[src/rtl/ex_alu_muldiv.sv]
// Execute stage for RV32I/RV32M, XLEN-generic.
// Single-cycle ALU for OP / OP-IMM, plus an iterative sign-magnitude
// multiply / restoring-divide engine retiring BITS_PER_CYCLE bits per cycle.
//
// Handshake: a transfer happens on a rising edge where valid && ready are both
// high. The producer keeps valid and payload steady until that edge. The
// consumer may raise or lower ready at any time. Upstream: accept =
// in_valid && in_ready && !flush_i, and operands are captured on that edge.
// Downstream: out_valid/rd_* hold steady until out_ready. in_ready is high in
// IDLE, and in DONE when the held result is being drained in the same cycle.
module ex_alu_muldiv #(
    parameter int XLEN           = 32,
    parameter int BITS_PER_CYCLE = 1
) (
    input  logic            clk,
    input  logic            rst,
    input  logic            flush_i,
    input  logic            in_valid,
    output logic            in_ready,
    input  logic [6:0]      opcode_i,
    input  logic [6:0]      funct7_i,
    input  logic [2:0]      funct3_i,
    input  logic [XLEN-1:0] imm_i,
    input  logic [XLEN-1:0] rs1_data_i,
    input  logic [XLEN-1:0] rs2_data_i,
    input  logic            rd_we_i,
    input  logic [4:0]      rd_addr_i,
    output logic            out_valid,
    input  logic            out_ready,
    output logic            rd_we,
    output logic [4:0]      rd_addr,
    output logic [XLEN-1:0] rd_data,
    output logic [1:0]      state_dbg
);

    localparam logic [6:0]      OP_R      = 7'b0110011;
    localparam logic [6:0]      OP_I_IMM  = 7'b0010011;
    localparam logic [6:0]      F7_MULDIV = 7'b0000001;
    localparam int              SHW       = $clog2(XLEN);
    localparam int              ITERS     = XLEN / BITS_PER_CYCLE;
    localparam int              CW        = $clog2(ITERS) + 1;
    localparam logic [XLEN-1:0] MIN_NEG   = {1'b1, {(XLEN-1){1'b0}}};

    typedef enum logic [1:0] {
        S_IDLE = 2'd0,
        S_BUSY = 2'd1,
        S_DONE = 2'd2
    } state_t;

    state_t state, state_next;

    // Decode and single-cycle results
    logic            is_op_r, is_op_imm, is_m, div_op;
    logic            a_signed, b_signed, a_neg, b_neg;
    logic            div_by_zero, div_ovf, is_fast, is_slow;
    logic [XLEN-1:0] op_b, alu_res, sra_res, fast_res, single_res;
    logic [XLEN-1:0] a_mag, b_mag;
    logic [SHW-1:0]  shamt;

    // Iterative engine state
    logic [CW-1:0]     count;
    logic              eng_div, eng_want_hi, eng_want_rem, eng_neg_q, eng_neg_r;
    logic [XLEN-1:0]   eng_mcand, eng_work, eng_rem;
    logic [2*XLEN-1:0] eng_prod;

    // One iteration's worth of engine update, and the finished result
    logic [XLEN-1:0]   it_work, it_rem, quot_fix, rem_fix, m_res;
    logic [XLEN:0]     it_trial;
    logic [2*XLEN-1:0] it_prod, prod_fix;

    logic accept;

    // Decode the request and compute every one-cycle result
    always_comb begin
        is_op_r   = (opcode_i == OP_R);
        is_op_imm = (opcode_i == OP_I_IMM);
        is_m      = is_op_r && (funct7_i == F7_MULDIV);
        op_b      = is_op_r ? rs2_data_i : imm_i;
        shamt     = op_b[SHW-1:0];
        sra_res   = $signed(rs1_data_i) >>> shamt;
        alu_res   = '0;
        case (funct3_i)
            3'b000: begin
                if (is_op_r && funct7_i[5]) alu_res = rs1_data_i - op_b;
                else                        alu_res = rs1_data_i + op_b;
            end
            3'b001: alu_res = rs1_data_i << shamt;
            3'b010: alu_res = {{(XLEN-1){1'b0}}, ($signed(rs1_data_i) < $signed(op_b))};
            3'b011: alu_res = {{(XLEN-1){1'b0}}, (rs1_data_i < op_b)};
            3'b100: alu_res = rs1_data_i ^ op_b;
            3'b101: begin
                if (funct7_i[5]) alu_res = sra_res;
                else             alu_res = rs1_data_i >> shamt;
            end
            3'b110: alu_res = rs1_data_i | op_b;
            default: alu_res = rs1_data_i & op_b;
        endcase

        // M-extension operand signedness: MULH both, MULHSU rs1 only, DIV/REM both
        div_op   = funct3_i[2];
        a_signed = div_op ? ~funct3_i[0] : ((funct3_i == 3'b001) || (funct3_i == 3'b010));
        b_signed = div_op ? ~funct3_i[0] : (funct3_i == 3'b001);
        a_neg    = a_signed && rs1_data_i[XLEN-1];
        b_neg    = b_signed && rs2_data_i[XLEN-1];
        a_mag    = a_neg ? -rs1_data_i : rs1_data_i;
        b_mag    = b_neg ? -rs2_data_i : rs2_data_i;

        // Division corner cases bypass the engine
        div_by_zero = (rs2_data_i == '0);
        div_ovf     = ~funct3_i[0] && (rs1_data_i == MIN_NEG) && (rs2_data_i == '1);
        is_fast     = is_m && div_op && (div_by_zero || div_ovf);
        is_slow     = is_m && !is_fast;
        if (div_by_zero) fast_res = funct3_i[1] ? rs1_data_i : '1;
        else             fast_res = funct3_i[1] ? '0 : rs1_data_i;

        if (is_fast)                     single_res = fast_res;
        else if (is_op_r || is_op_imm)   single_res = alu_res;
        else                             single_res = '0;
    end

    // Engine step: BITS_PER_CYCLE shift-add or restoring-subtract steps, MSB first
    always_comb begin
        it_prod  = eng_prod;
        it_work  = eng_work;
        it_rem   = eng_rem;
        it_trial = '0;
        for (int i = 0; i < BITS_PER_CYCLE; i++) begin
            if (eng_div) begin
                it_trial = {it_rem, it_work[XLEN-1]};
                it_work  = {it_work[XLEN-2:0], 1'b0};
                if (it_trial >= {1'b0, eng_mcand}) begin
                    it_trial   = it_trial - {1'b0, eng_mcand};
                    it_work[0] = 1'b1;
                end
                it_rem = it_trial[XLEN-1:0];
            end else begin
                it_prod = {it_prod[2*XLEN-2:0], 1'b0}
                        + (it_work[XLEN-1] ? {{XLEN{1'b0}}, eng_mcand} : {(2*XLEN){1'b0}});
                it_work = {it_work[XLEN-2:0], 1'b0};
            end
        end
    end

    // Sign-correct the last step's magnitudes into the architectural result
    always_comb begin
        prod_fix = eng_neg_q ? -it_prod : it_prod;
        quot_fix = eng_neg_q ? -it_work : it_work;
        rem_fix  = eng_neg_r ? -it_rem  : it_rem;
        if (eng_div)          m_res = eng_want_rem ? rem_fix : quot_fix;
        else if (eng_want_hi) m_res = prod_fix[2*XLEN-1:XLEN];
        else                  m_res = prod_fix[XLEN-1:0];
    end

    // FSM state register
    always_ff @(posedge clk or negedge rst) begin
        if (!rst) state <= S_IDLE;
        else      state <= state_next;
    end

    // FSM next state and handshake outputs; flush overrides everything
    always_comb begin
        state_next = state;
        in_ready   = (state == S_IDLE) || ((state == S_DONE) && out_ready);
        out_valid  = (state == S_DONE);
        state_dbg  = state;
        accept     = in_valid && in_ready && !flush_i;
        case (state)
            S_IDLE: if (accept) state_next = is_slow ? S_BUSY : S_DONE;
            S_BUSY: if (count == '0) state_next = S_DONE;
            S_DONE: begin
                if (accept)         state_next = is_slow ? S_BUSY : S_DONE;
                else if (out_ready) state_next = S_IDLE;
            end
            default: state_next = S_IDLE;
        endcase
        if (flush_i) state_next = S_IDLE;
    end

    // Capture requests, run the engine, and hold the registered result
    always_ff @(posedge clk or negedge rst) begin
        if (!rst) begin
            rd_we        <= 1'b0;
            rd_addr      <= '0;
            rd_data      <= '0;
            count        <= '0;
            eng_div      <= 1'b0;
            eng_want_hi  <= 1'b0;
            eng_want_rem <= 1'b0;
            eng_neg_q    <= 1'b0;
            eng_neg_r    <= 1'b0;
            eng_mcand    <= '0;
            eng_work     <= '0;
            eng_rem      <= '0;
            eng_prod     <= '0;
        end else if (flush_i) begin
            rd_we <= 1'b0;
        end else if (accept) begin
            rd_addr <= rd_addr_i;
            rd_we   <= rd_we_i && (is_op_r || is_op_imm);
            if (is_slow) begin
                count        <= CW'(ITERS - 1);
                eng_div      <= div_op;
                eng_want_hi  <= (funct3_i[1:0] != 2'b00);
                eng_want_rem <= funct3_i[1];
                eng_neg_q    <= a_neg ^ b_neg;
                eng_neg_r    <= a_neg;
                eng_work     <= a_mag;
                eng_mcand    <= b_mag;
                eng_rem      <= '0;
                eng_prod     <= '0;
            end else begin
                rd_data <= single_res;
            end
        end else if (state == S_BUSY) begin
            eng_prod <= it_prod;
            eng_work <= it_work;
            eng_rem  <= it_rem;
            count    <= count - 1'b1;
            if (count == '0) rd_data <= m_res;
        end
    end

endmodule
[config.mk]
export PLATFORM = sky130hd
export DESIGN_NAME = ex_alu_muldiv
export DESIGN_NICKNAME = d
export VERILOG_FILES = /design/src/rtl/ex_alu_muldiv.sv
export SDC_FILE = /design/constraint.sdc
export NUM_CORES = 2
export LEC_CHECK = 0
export ABC_AREA = 1
export CAP_MARGIN = 20
export CORE_AREA = 2 2 274 276
export DETAILED_ROUTE_END_ITERATION = 7
export DIE_AREA = 0 0 276 278
export GPL_ROUTABILITY_DRIVEN = 0
export PLACE_DENSITY_LB_ADDON = 0.05
export SLEW_MARGIN = 20
export SYNTH_ARGS = -nofsm -noshare
export SYNTH_HDL_FRONTEND = slang
export SYNTH_SLANG_ARGS = --single-unit
[constraint.sdc]
create_clock -name clk -period 5.4 [get_ports clk]
set_input_delay 1.08 -clock clk [delete_from_list [all_inputs] [get_ports clk]]
set_output_delay 1.08 -clock clk [all_outputs]
set_load 0.05 [all_outputs]
# Word-level counts from Yosys, hierarchy flattened
# Index checks and enable logic that the tools add are counted.
word_totals:
  register_bits: 211
  wordCells: 136
classes:
  muxes: 50
  reduce_logical: 32
  n_addsub: 10
  eq_ne: 18
  bitwise_logic: 6
  n_shift: 3
  magnitude_cmp: 3
ops:
  columns: ["op", "n"]
  rows:
  - ["32-bit two-way mux", 28]
  - ["64-bit two-way mux", 5]
  - ["32-bit one-hot mux with 7 select lines", 1]
  - ["32-bit negator", 4]
  - ["64-bit by 32-bit adder with 64-bit output", 1]
  - ["32-bit equality test (second input constant)", 2]
  - ["32-bit < comparator", 2]
  - ["64-bit negator", 1]
  - ["32-bit subtractor", 2]
  - ["33-bit by 32-bit >= comparator with 1-bit output", 1]
  - ["32-bit adder", 1]
  - ["32-bit bitwise AND", 1]
  - ["32-bit zero test", 1]
  - ["32-bit OR", 1]
  - ["32-bit by 5-bit left shift with 32-bit output", 1]
  - ["32-bit by 5-bit right shift with 32-bit output", 1]
  - ["32-bit by 5-bit >>> shifter with 32-bit output", 1]
  - ["32-bit XOR", 1]
  - ["6-bit two-way mux", 3]
  - ["1-bit logical AND", 13]
  - ["2-bit two-way mux", 6]
  - ["3-bit equality test (second input constant)", 3]
  - ["3-bit AND reduction", 3]
  - ["2-bit nonzero test", 4]
  - ["23 further kinds", 35]

# Depth between registers and ports, before layout
depth:
  depth_word: 11
  depth_mapped: 35

# Worst setup path after synthesis
# No wires, ideal clock.
synth_timing:
  path_type: "input to register"
  from: "input port opcode_i[1]"
  to: "register rd_data[12]"
  setup_ps: 118
  n_path_buf: 2
  path_stages: 26
  arrival_time_ps: 4329
  path_slack_ps: 953
  cell_sequence: "nand2_1 > nor3_2 > nand2_2 > inv_2 > or2_2 > o21ai_2 > clkbuf_1 > clkbuf_1 > ha_1 > a21oi_1 > nand2_1 > a21oi_1 > o21ai_0 > a21oi_1 > o21ai_0 > nand2_1 > o21ai_0 > or2_2 > nand3_1 > nand4_1 > nand2_1 > nand3_1 > nand2_1 > inv_1 > nand2_1 > nand2_1"
synth_between:
  elab_chain_len: 9
  elab_cells_between_ends: 27
synth_rtl:
  columns: ["item", "line_no", "rtl"]
  rows:
  - ["start, declared", "20", "input logic [6:0] opcode_i,"]
  - ["7-bit by 6-bit equality test with 1-bit output", "75", "is_op_r = (opcode_i == OP_R);"]
  - ["32-bit two-way mux", "78", "op_b = is_op_r ? rs2_data_i : imm_i;"]
  - ["32-bit adder (tied with other cells)", "85", "else alu_res = rs1_data_i + op_b;"]
  - ["32-bit two-way mux (on tied branches)", "84, 92", null]
  - ["32-bit one-hot mux with 7 select lines", "82", "case (funct3_i)"]
  - ["32-bit two-way mux", "117", "else if (is_op_r || is_op_imm) single_res = alu_res;"]
  - ["32-bit two-way mux", "116", "if (is_fast) single_res = fast_res;"]
  - ["32-bit two-way mux", "200", "if (is_slow) begin"]
  - ["32-bit two-way mux", "197", "end else if (accept) begin"]
  - ["end signal, assigned", "212", "rd_data <= single_res;"]
  - ["end signal, assigned", "219", "if (count == '0) rd_data <= m_res;"]
  - ["end, declared", "32", "output logic [XLEN-1:0] rd_data,"]
# Parallel ways exist; a longest one is shown, timed or not. The select of a mux whose other input is x is not followed.
# A chain may end at the register's enable or synchronous reset.

# Final worst setup path
layout_timing:
  from: "input port opcode_i[0]"
  to: "register rd_data[20]"
# Same word-level chain as after synthesis.

==> results.cfg <==
[synthesis]
yosys_warnings = 0
ys_seq_elements = 211
synth-edff-count = 0
syn_area_mm2 = 0.0329
synth_ff_type = dfrtp_1
syn-num-nets = 6364
async_flop_share_pct = 100
yosysSeqAreaShare_pct = 16.0
avgSynthCellArea_um2 = 5.43
ys_types = 63
syn_inst = 6066

[global_routing]
track_usage_pct = 43.3
gr-total-overflow = 0
grt_start_max_net_pins = 118
grt_pass1_vias = 38700
grt_pass1_wl_mm = 250
antenna_found_initial = 12

[power]
peakVddDrop_uv = 154
p_per_area_mw_per_mm2 = 217
p_leak_nw = 19.3

[timing]
slew-limit-headroom_pct = 18.4
fin_crit_sh_pct = 93.4
finalMaxSlewViolations = 0
setup_viol = 0
worst_pin_slew_ns = 1.22
clock_skew_ns = 0.0286
max_freq_mhz = 198
min_period_ns = 5.04
hold_slack_ns = 0.474
final-hold-violation-count = 0
setup_slack_ns = 0.356
grt_setup_unrepaired = false

[worst_setup_path]
cp.required_ns = 5.88
startpoint_type = input port
cp_max_fo = 37
critical_path_arrival_ns = 5.52
end_kind = flop
critical_path_class = in -> reg

[clock_tree]
clk_latency_ns = 0.58
clk_path_buf_depth = 3
cts-buffers-inserted = 27
root_buffer = clkbuf_16
h-tree-depth = 1
path_clk_slew_ns = 0.07
cts.sinks = 211
postCtsHoldBufs = 0
cts_tree = built

[final_layout]
nets = 6503
area_growth_pct = 13.3
multi_input_area_mm2 = 0.0234
fillers = 8140
final_cells = 7202
drive_gt1_share_pct = 6.46
seqCellArea_mm2 = 0.00529

[die]
io_pins = 166
initial_core_util_pct = 44.6
core_area_mm2 = 0.0738
die_w_um = 276
rows = 100
die_h_um = 278
fp.dieArea_mm2 = 0.0767

[place]
dp_hpwl_mm = 136
port_buffers = 165
dpl_worst_slack_ns = -0.129
placed_cells = 7144

[detailed_routing]
firstDrtPassIters = 8
routed_via_density = 5.90
vias = 42500
wl_per_cell_um = 23.8
drtIter0Drc = 5988
postRouteAntennaNets = 0
drt-total-wl_mm = 171
drc = 0

[run_status]
status = complete, no violations

[run]
max_cap_viol_count = 0

[hold_path]
hp-class = reg -> reg
-- worst max-delay path, stage by stage --
cell             delay (ns)
clkdlybuf4s50_1        0.46
nand2_1                0.06
nor3_2                 0.15
nand2_2                0.12
buf_12                 0.19
o21ai_1                0.45
inv_1                  0.14
ha_1                   0.46
inv_1                  0.13
a21oi_1                0.24
o21a_1                 0.17
o21ai_0                0.11
a21o_1                 0.18
nand2_1                0.07
nand2_1                0.08
nand3_1                0.14
nand2_1                0.08
a21oi_1                0.11
o21ai_0                0.10
o211ai_1               0.41
nand3_1                0.16
nand2_1                0.15
a21oi_1                0.08
nand2_1                0.11
nand2_1                0.05
-- registers in the layout, indices dropped and copies added (netlist names), 2 cells and up --
register	flops
count	6
eng_mcand	32
eng_prod	64
eng_rem	32
eng_work	32
rd_addr	5
rd_data	32
state_dbg	2
-- cell usage in the layout (no fill, tap or decap), drive strengths merged, types with 5 or more instances in the layout --
cell type / instances
a211oi: 14
a21o: 6
a21oi: 362
a31oi: 21
and2: 5
buf: 188
clkbuf: 35
clkdlybuf4s50: 164
clkinv: 8
dfrtp: 211
diode: 9
ha: 171
inv: 861
mux2i: 7
nand2: 1965
nand3: 579
nand3b: 17
nand4: 69
nor2: 581
nor3: 79
nor4: 32
o2111ai: 11
o211ai: 46
o21a: 9
o21ai: 529
o21bai: 9
o221ai: 8
o22ai: 86
o31ai: 9
or2: 35
xnor2: 22
xor2: 53
-- area by class of cell --
class	count	share of cell area (%)
multi-input combinational	4749	62.8
timing repair buffer	352	8.57
inverter	864	8.70
clock buffer	35	1.97
sequential	211	14.2
antenna	9	0.0604
tap	969	3.25
clock inverter	13	0.480
-- where the power goes --
group / total (mW) / switching, mW / leakage, nW / internal, mW
clock network: 1.96 / 0.808 / 0.438 / 1.15
registers: 2.05 / 0.271 / 2.51 / 1.78
logic: 4.08 / 2.87 / 16.4 / 1.21
-- worst paths after layout --
path / cells past startpoint / endpoint / slack, ns / start
worst max-delay path: 25 / rd_data[20] / 0.36 / opcode_i[0]
worst min-delay path: 2 / rd_addr[3] / 0.47 / rd_addr[3]
worst max register to register: 27 / rd_data[8] / 0.43 / eng_work[31]
worst min register to register: 2 / rd_addr[3] / 0.47 / rd_addr[3]
max in group asynchronous: 2 / eng_prod[57] / 3.76 / rst
min in group asynchronous: 1 / eng_rem[5] / 0.57 / rst
-- metrics by stage --
step	cell area [um^2]	TNS [ns]	power, mW	util (%)
floorplan	32900	0	4.43	-
detailed placement	36400	-0.242	5.96	49.3
finish	37300	0	8.09	50.5
global placement	36400	-0.128	5.95	49.3
global route	37300	0	8.47	50.5
CTS	37300	0	7.91	50.5
-- Yosys cell counts, drive strengths merged (17+ instances only) --
cell	number	share of area, %
nand2	1965	23
xor2	53	1.4
o21ai	529	8.1
nor4	32	0.65
nor3	79	1.4
o211ai	46	1.0
nand3b	17	0.43
dfrtp	211	16
nor2	581	7.0
o22ai	86	1.6
a21oi	362	5.6
xnor2	22	0.58
buf	87	1.4
a31oi	21	0.40
nand4	69	1.3
nand3	579	8.9
inv	859	9.8
ha	171	6.5
clkbuf	155	1.8
or2	35	0.66
-- metal layers --
layer,up-vias,share of wire (%),GRT usage [%]
met3,768,11,10.8
met5,-,0.027,0
li1,20000,-,-
met4,8,11,37.8
met2,2658,41,65.1
met1,19100,37,51.6
-- cells by family after synthesis --
logic type	Yosys count	synth area share, %
XOR/XNOR	75	1.99
AO/OA/AOI/OAI	1129	18.9
flip-flops	211	16.0
multiplexers	7	0.213
adder cells (fa/ha/maj)	174	6.68
AND/OR/NAND/NOR	3364	43.2
buffers and inverters	1106	13.0
-- timing repair --
action,in CTS,in global routing
setup buffers,0,0
gates resized for setup,0,4
setup endpoints to repair,0,3
(Power assumes the default switching activity.)
